### config.mk
export PLATFORM = sky130hd
export DESIGN_NAME = single_port_ram
export DESIGN_NICKNAME = d
export VERILOG_FILES = /design/src/rtl/sp_ram_pkg.sv /design/src/rtl/sp_ram_parity.sv /design/src/rtl/single_port_ram.sv
export SDC_FILE = /design/constraint.sdc
export NUM_CORES = 1
export LEC_CHECK = 0
export BUFFER_PORTS_ARGS = -buffer_cell sky130_fd_sc_hd__buf_4
export CORE_ASPECT_RATIO = 0.5
export CORE_MARGIN = 8
export CORE_UTILIZATION = 43
export CTS_BUF_LIST = sky130_fd_sc_hd__clkbuf_8
export CTS_CLUSTER_SIZE = 28
export DETAILED_ROUTE_END_ITERATION = 12
export GPL_ROUTABILITY_DRIVEN = 0
export HOLD_SLACK_MARGIN = 0.06
export PLACE_DENSITY = 0.59
export SETUP_SLACK_MARGIN = 0.05
export SLEW_MARGIN = 20
export SYNTH_ARGS = -nofsm -noshare
export SYNTH_HDL_FRONTEND = slang
export SYNTH_SLANG_ARGS = --single-unit
### constraint.sdc
create_clock -name clk -period 4.12 [get_ports clk]
set_input_delay 0.824 -clock clk [delete_from_list [all_inputs] [get_ports clk]]
set_output_delay 0.824 -clock clk [all_outputs]
set_load 0.005 [all_outputs]
### src/rtl/sp_ram_pkg.sv
// rtl/sp_ram_pkg.sv - default geometry and word type for single_port_ram
package sp_ram_pkg;
  localparam int SP_RAM_ADDR_WIDTH = 6;
  localparam int SP_RAM_DATA_WIDTH = 8;
  localparam int SP_RAM_DEPTH      = 64;

  typedef logic [SP_RAM_DATA_WIDTH-1:0] sp_ram_word_t;
endpackage

### src/rtl/sp_ram_parity.sv
// rtl/sp_ram_parity.sv - even-parity XOR reduction, shared by generate and check
module sp_ram_parity #(
  parameter int WIDTH = 8
) (
  input  logic [WIDTH-1:0] data,
  output logic             parity
);
  assign parity = ^data;
endmodule

### src/rtl/single_port_ram.sv
// rtl/single_port_ram.sv - write-first single-port RAM with registered read data
// Optional per-word parity check enabled by SP_RAM_PARITY_EN.
module single_port_ram
  import sp_ram_pkg::*;
#(
  parameter int ADDR_WIDTH = SP_RAM_ADDR_WIDTH,
  parameter int DATA_WIDTH = SP_RAM_DATA_WIDTH,
  parameter int DEPTH      = SP_RAM_DEPTH
) (
  input  logic                  clk,
  input  logic                  rst_n,
  input  logic [DATA_WIDTH-1:0] data,
  input  logic [ADDR_WIDTH-1:0] addr,
  input  logic                  we,
`ifdef SP_RAM_PARITY_EN
  output logic                  parity_err,
`endif
  output logic [DATA_WIDTH-1:0] q
);
  localparam logic [ADDR_WIDTH:0] DEPTH_L = (ADDR_WIDTH+1)'(DEPTH);

  logic [DATA_WIDTH-1:0] mem [DEPTH];
  logic                  in_range;
  logic                  wr_en;

  assign in_range = ({1'b0, addr} < DEPTH_L);
  assign wr_en    = rst_n && we && in_range;

  // Storage is deliberately unreset so it can map onto block/distributed RAM.
  always_ff @(posedge clk) begin
    if (wr_en) begin
      mem[addr] <= data;
    end
  end

`ifdef SP_RAM_PARITY_EN
  logic par_mem [DEPTH];
  logic wr_par;
  logic rd_par;

  sp_ram_parity #(.WIDTH(DATA_WIDTH)) u_par_gen (
    .data   (data),
    .parity (wr_par)
  );

  sp_ram_parity #(.WIDTH(DATA_WIDTH)) u_par_chk (
    .data   (mem[addr]),
    .parity (rd_par)
  );

  always_ff @(posedge clk) begin
    if (wr_en) begin
      par_mem[addr] <= wr_par;
    end
  end

  always_ff @(posedge clk or negedge rst_n) begin
    if (!rst_n) begin
      parity_err <= 1'b0;
    end else if (!in_range || we) begin
      parity_err <= 1'b0;
    end else begin
      parity_err <= rd_par ^ par_mem[addr];
    end
  end
`endif

  always_ff @(posedge clk or negedge rst_n) begin
    if (!rst_n) begin
      q <= '0;
    end else if (!in_range) begin
      q <= '0;
    end else if (we) begin
      q <= data;
    end else begin
      q <= mem[addr];
    end
  end
endmodule

Yosys cells after proc, flatten, opt, wreduce, memory -nomap -nowiden --
Memory sizes are Yosys's and may differ from the RTL's. Cells that the tools add are included.
Storage, ports and cells: memory bits (read-only) 0, word-level logic and storage cells 6, RAM bits 512, memories 1, register bits 8, output and inout port bits 8, bits of input ports 17, latch bits 0
Cells by class: order comparisons 0, add/subtract/negate cells 0, equality and inequality tests 0, shifts and indexed selects 0, bitwise gates (word level) 0, reduce and logical (&&, ||, !) cells 1, div/mod/pow operators 0, $mul 0, multiplexer cells 3
Memory list:
- mem | words 64, bits a word 8, rd ports 1, clocked after Yosys merged registers in 0, wr ports 1, RTL line single_port_ram.sv:22 | logic [DATA_WIDTH-1:0] mem [DEPTH];
Operator list (number):
- 2-to-1 mux 8 bit | 1
- 2-to-1 mux 1 bit | 2
- logical AND 1 bit | 1

Depth between registers and ports, before layout --
Gate-level depths: netlist (run 1).
depth after elaboration 3, mapped depth 10, gate-level depth less buffers 5

Least setup slack after synthesis (run 1) --
OpenSTA, ideal clock, no wires.
path type input -> register, start in addr[2], end mem mem[10][0] (netlist bit) (enable), path buffers 5, stages on the path 8, slack 1302 ps, required time 3750 ps, setup time 370 ps, data arrival time 2448 ps, cell sequence buf_4 -> buf_2 -> buf_2 -> buf_2 -> buf_2 -> nor2_1 -> nand2_1 -> nor2_1
RTL lines:
- from (decl) | RTL line single_port_ram.sv:13 | input logic [ADDR_WIDTH-1:0] addr,
- to (decl) | RTL line single_port_ram.sv:22
No word-level cell before the write port.

Worst setup path after layout (run 1) --
start in addr[0], end reg q[6]
On the way: longest elaborated chain between the ends 2
RTL lines:
- memory (64 x 8 bit)
- 2-to-1 mux 8 bit | RTL line single_port_ram.sv:73 | end else if (we) begin
- to (signal assigned) | RTL line single_port_ram.sv:74 | q <= data;
- to (signal assigned) | RTL line single_port_ram.sv:76 | q <= mem[addr];
- to (decl) | RTL line single_port_ram.sv:18 | output logic [DATA_WIDTH-1:0] q
No other way between the ends.

==> metrics.md, run 1 <==
| Metric | Value |
|---|---|
| Status | `finished, final reports clean` |
| Max-cap viol count | `0` |
| Final Core Density | `0.497` |
| Sequential share of power | `0.574` |
| Worst setup SP type | `input port` |
| Setup WS post-layout | `between 1000 and 1500 ps` |
| Relative slew slack | `0.294` |
| PD cells | `435 nW/µm²` |
| Die Ht | `171 µm` |
| FFs w/ async S/R, synth | `0.0154` |
| Pin count of the biggest net entering global routing | `66` |
| Residual DRC count | `0` |
| P_sw | `about 2400 µW` |
| Period utilization | `0.718` |
| Detail Placement HPWL | `35700 µm` |
| CP Max Fanout | `31` |
| Total internal power | `7790 µW` |
| DRT antenna net count | `0` |
| Cell Rows | `56` |
| Vias in the first global route | `approximately 12000` |
| Final Net Count | `between 1000 and 1500` |
| Final TNS setup | `0 ps` |
| Initial antenna violation count | `1` |
| Starting Density | `0.438` |
| Finish-stage setup viols | `0` |
| Number of CTS-inserted buffers | `76` |
| Sw Share | `0.236` |
| Pleak | `about 0.0078 µW` |
| Clk sink count | `520` |
| Area Growth Syn to Fin | `13.5%` |
| Worst IR Drop VDD | `0.212 mV` |
| Reg clk slew, reported paths | `roughly 60 ps` |
| Final WL | `57900 µm` |
| # Post-CTS Setup Buffers | `0` |
| PnR Total Power | `10200 µW` |
| Root buf cell | `clkbuf_8` |
| Placement Setup Slack | `roughly 670 ps` |
| Hold Path Class | `in -> reg` |
| Synth Cell Area | `20600 µm²` |
| Global-route wire length before repair | `84500 µm` |
| Total iterations of the first detailed-routing run | `6` |
| Crit. End Element | `register` |
| Syn_area_per_cell | `17.6 µm²` |
| Core outline area | `47200 µm²` |
| EDFF count, synth | `512` |
| Cells after DPL | `around 1900` |
| Die Area | `55700 µm²` |
| Clock Power Share | `0.363` |
| Die W | `326 µm` |
| Number of DRC markers in iteration 0 | `1741` |
| Seq cells post-synth | `520` |
| IO Port Bufs | `24` |
| Final Max Slew Viols | `0` |
| Non-Filler Instances | `2001` |
| Total GRT Usage | `0.207` |
| Netlist cell types | `65` |
| CP Class | `in -> reg` |
| Post-synthesis sequential area ratio | `0.754` |
| Mapped Cells | `between 1000 and 1500` |
| Post-synth top flop | `edfxtp_1` |
| Multi-input logic area | `4650 µm²` |
| Worst endpoint data arrival time | `around 3500 ps` |
| Global route overflow | `0` |
| Io pins | `25` |
| Clk buf depth | `3` |
| Via count | `about 12000` |
| Wire per inst | `29.0 µm` |
| Synthesized net count | `1187` |
| FF/Latch Area | `around 16000 µm²` |
| Clk_skew | `24.8 ps` |
| Layout fillers | `3874` |
| Worst-margin pin slew | `1060 ps` |
| Worst EP required | `roughly 4600 ps` |
| Clock Latency Late Sink | `640 ps` |
| Share of cells above drive strength 1 | `0.227` |
| RSZ-0062 raised after global routing | `no` |
| Hold Vio Cnt, Final | `0` |
| Min Tclk post-route | `2960 ps` |
| H-tree depth | `3` |
| Post-DR vias/cell | `5.97` |
| Comb power frac | `0.063` |
| Diode count | `0` |
| Synth warn | `0` |
| FMAX | `338 MHz` |
| CTS tree | `done` |
## worst max-delay path, stage by stage
cell       delay, ps
buf_4            440
buf_4            290
nor2b_1          630
buf_4            310
a21oi_1           90
o211a_1          130
a2111oi_0        540
a32oi_1          190
## kinds of logic (layout without fill, tap and decap cells)
| group | after synthesis | after routing | share of synthesized area |
|---|---|---|---|
| buffers and inverters | 88 | 281 | 0.0209 |
| multiplexers | 151 | 151 | 0.0997 |
| AND/OR/NAND/NOR | 201 | 201 | 0.0488 |
| flip-flops | 520 | 520 | 0.754 |
| AO/OA/AOI/OAI | 210 | 210 | 0.0763 |
## sequential cells by signal (all words and copies together), names as in the netlist
name / flops
mem: 512
q: 8
## layout make-up
class                      instances  share of cell area
tap                              638              0.0341
inverter                          10             0.00160
multi-input combinational        562               0.198
timing repair buffer             137              0.0459
sequential                       520               0.665
clock buffer                      77              0.0452
clock inverter                    57              0.0105
## Yosys cell counts, types with 10 or more instances
| cell type | number | area, µm² |
|---|---|---|
| edfxtp_1 | 512 | 15400 |
| mux2i_1 | 74 | 741 |
| nor2_1 | 73 | 274 |
| nand2_1 | 45 | 169 |
| buf_2 | 39 | 195 |
| mux2_2 | 39 | 439 |
| a22oi_1 | 37 | 278 |
| a221oi_1 | 33 | 289 |
| mux4_2 | 32 | 721 |
| clkbuf_1 | 27 | 101 |
| a21oi_1 | 24 | 120 |
| o21ai_0 | 19 | 95.1 |
| a31oi_1 | 16 | 100 |
| nand3_1 | 11 | 55.1 |
| a32oi_1 | 10 | 87.6 |
| nand2b_1 | 10 | 62.6 |
| o22ai_1 | 10 | 62.6 |
## metrics by stage
stage | hold slack (ps) | instance area (µm²)
floorplan | 528 | 20600
global placement | 668 | 22100
detailed placement | 665 | 22100
CTS | 445 | 23400
global route | 462 | 23400
finish | 499 | 23400
## repair_timing
item | CTS | global route
hold buffers | 1 | 0
resized for setup | 0 | 0
endpoints found under the hold margin | 8 | 0
## power groups by stage
stage	Sequential, µW	Combinational, µW	Clock, µW
final	5850	639	3700
after floorplan	5960	315	0
after global routing	5850	668	4010
after detailed placement	5960	626	0
after CTS	5850	628	3780
after global placement	5960	618	0
## worst paths after layout
check                                startpoint             end  slack [ps]  depth (start not counted)
setup / recovery                        addr[0]  q[6]$_DFF_PN0_        1160                          8
hold / removal                               we  q[6]$_DFF_PN0_         500                          2
setup reg to reg           mem[28][7]$_DFFE_PP_  q[7]$_DFF_PN0_        1750                          5
hold reg to reg            mem[32][2]$_DFFE_PP_  q[2]$_DFF_PN0_         840                          3
max in group asynchronous                 rst_n  q[3]$_DFF_PN0_        3390                          2
min in group asynchronous                 rst_n  q[6]$_DFF_PN0_         560                          2
## cell usage in the layout (no fill, tap or decap), drive strengths merged, types with 3 or more instances in the layout
cell      Yosys  routed
a2111oi       3       3
a211o         4       4
a211oi        5       5
a21oi        24      24
a221o         9       9
a221oi       33      33
a22o          6       6
a22oi        37      37
a31oi        16      16
a32oi        10      10
and2          4       4
and3          6       6
and3b         7       7
buf          51     136
clkbuf       27      77
clkinv        0      26
clkinvlp      0       3
dfrtp         8       8
edfxtp      512     512
inv          10      38
mux2         39      39
mux2i        74      74
mux4         38      38
nand2        45      45
nand2b       10      10
nand3        11      11
nand3b        7       7
nor2         75      75
nor2b         8       8
nor3          5       5
nor3b         7       7
nor4          3       3
o211ai        5       5
o21ai        19      19
o22ai        10      10
o2bb2ai       7       7
or3b          5       5
## routing by layer
metal / GRT usage / vias to the layer above / part of all wire
met4: 0.0558 / 2 / 0.021
li1: - / 5042 / -
met3: 0.0736 / 92 / 0.11
met5: 0 / - / 0.00016
met1: 0.288 / 6188 / 0.43
met2: 0.308 / 620 / 0.44
No activity file was read; power rests on OpenSTA's default activity.
==> run 2, diff against run 1 <==
clock period = 3 ns   (was 4.12 ns; I/O delays follow)
==> metrics.md, run 2 (synthesis gave the netlist of run 1 again) <==
| Metric | Value |
|---|---|
| FMAX | `395 MHz` |
| Root buf cell | `clkbuf_8` |
| Clk_skew | `42.7 ps` |
| Slowest stage delay, CP | `540 ps` |
| PD cells | `591 nW/µm²` |
| CP Cell Sequence | `buf_6 -> buf_4 -> mux2_2 -> a221oi_1 -> o22ai_1 -> a221oi_1 -> a32oi_1` |
| CTS tree | `done` |
| Pleak | `a little over 0.008 µW` |
| Relative slew slack | `0.381` |
| Worst Path Buf+Inv | `2` |
| Delay-heaviest family, CP | `compound AO/OA/AOI/OAI gates` |
| Final Max Slew Viols | `0` |
| Most used cell, CP | `a221oi_1` |
| RSZ-0062 raised after global routing | `no` |
| Hold Path Class | `in -> reg` |
| Worst EP required | `3480 ps` |
| Max reg flops | `512` |
| Share of cells above drive strength 1 | `0.249` |
| Comb power frac | `0.066` |
| Vias in the first global route | `12200` |
| Worst-margin pin slew | `905 ps` |
| DRT antenna net count | `0` |
| Worst IR Drop VDD | `0.254 mV` |
| Largest Register | `mem` |
| Crit. End Element | `register` |
| Residual DRC count | `0` |
| Total internal power | `10900 µW` |
| Finish-stage setup viols | `0` |
| Area Growth Syn to Fin | `15.4%` |
| Wire per inst | `28.4 µm` |
| Total iterations of the first detailed-routing run | `5` |
| Clock Latency Late Sink | `around 640 ps` |
| Via count | `12000` |
| Reg clk slew, reported paths | `70 ps` |
| Worst endpoint data arrival time | `3010 ps` |
| Io pins | `25` |
| Status | `finished, final reports clean` |
| Post-DR vias/cell | `5.89` |
| Initial antenna violation count | `1` |
| CP Max Fanout | `29` |
| Final WL | `58000 µm` |
| Global-route wire length before repair | `83900 µm` |
| Clock Power Share | `0.364` |
| Global route overflow | `0` |
| Detail Placement HPWL | `36700 µm` |
| CP Class | `in -> reg` |
| Min Tclk post-route | `2530 ps` |
| Die Area | `55700 µm²` |
| Clk buf depth | `3` |
| Crit-path slowest cell | `a221oi_1` |
| Total GRT Usage | `0.205` |
| Die W | `326 µm` |
| Cell Rows | `56` |
| Clk sink count | `520` |
| Sw Share | `0.230` |
| Hold Vio Cnt, Final | `0` |
| Number of DRC markers in iteration 0 | `1505` |
| Diode count | `0` |
| # Post-CTS Setup Buffers | `0` |
| Most common cell after layout, fill and taps aside | `edfxtp_1` |
| Max-cap viol count | `0` |
| Final Net Count | `1370` |
| P_sw | `3240 µW` |
| Worst setup SP type | `input port` |
| Die Ht | `171 µm` |
| Number of CTS-inserted buffers | `76` |
| Top Registers | `mem x512, q x8` |
| Commonest cells after routing, fill and taps aside | `edfxtp_1 (512), buf_4 (173), clkbuf_8 (79), mux2i_1 (74), nor2_1 (73)` |
| Final Instance Area | `23800 µm²` |
| Period utilization | `0.844` |
| Core outline area | `between 40000 and 50000 µm²` |
| IO Port Bufs | `24` |
| Final TNS setup | `0 ps` |
| Starting Density | `0.438` |
| Post-place instance area | `22500 µm²` |
| H-tree depth | `3` |
| Sequential share of power | `0.571` |
| Pin count of the biggest net entering global routing | `66` |
[run 2: layout make-up]
class | count | area [µm²]
clock buffers | 79 | 1090
clock inverters | 50 | 221
fillers | 3924 | 23300
inverters | 10 | 37.5
multi-input cells | 562 | 4650
flip-flops and latches | 520 | 15600
well taps | 638 | 798
repair buffers | 183 | 1470
[run 2: routing by layer]
layer  up-vias  share of wire  wire [µm]  GRT usage
met4         2          0.029       1660     0.0638
met2       608           0.44      25500      0.309
li1       5124              -          -          -
met3       108           0.11       6140     0.0656
met5         -        0.00016          9          0
met1      6187           0.43      24700      0.285
[run 2: power by group through the flow]
stage,logic [µW],clock network [µW],registers (µW)
5_1_grt,968,5530,8030
4_1_cts,912,5220,8040
3_5_place_dp,909,0,8190
2_1_floorplan,433,0,8180
6_report,926,5120,8040
3_3_place_gp,894,0,8190
[run 2: path summary, 6_finish.rpt]
| check | cells after the start | end | slack [ps] | from |
|---|---|---|---|---|
| setup reg to reg | 5 | q[7]$_DFF_PN0_ | 830 | mem[26][7]$_DFFE_PP_ |
| hold reg to reg | 4 | q[3]$_DFF_PN0_ | 810 | mem[61][3]$_DFFE_PP_ |
| setup / recovery | 7 | q[4]$_DFF_PN0_ | 470 | addr[1] |
| hold / removal | 2 | q[1]$_DFF_PN0_ | 280 | we |
| min in group asynchronous | 2 | q[1]$_DFF_PN0_ | 340 | rst_n |
| max in group asynchronous | 2 | q[7]$_DFF_PN0_ | 2470 | rst_n |
[run 2: through the flow]
step	power [µW]	utilization	setup slack, ps	std cells	hold WS (ps)
finish	14100	0.505	467	2042	279
global route	14500	0.505	467	2042	268
CTS	14200	0.505	589	2042	239
detailed placement	9100	0.478	-80.5	1912	450
global placement	9090	0.478	25.4	1912	450
floorplan	8610	-	406	1170	304
[run 2: what timing repair did]
item / CTS / global route
hold endpoints to repair: 8 / 0
setup endpoints to repair: 0 / 0
resized for setup: 0 / 0
hold buffers: 1 / 0
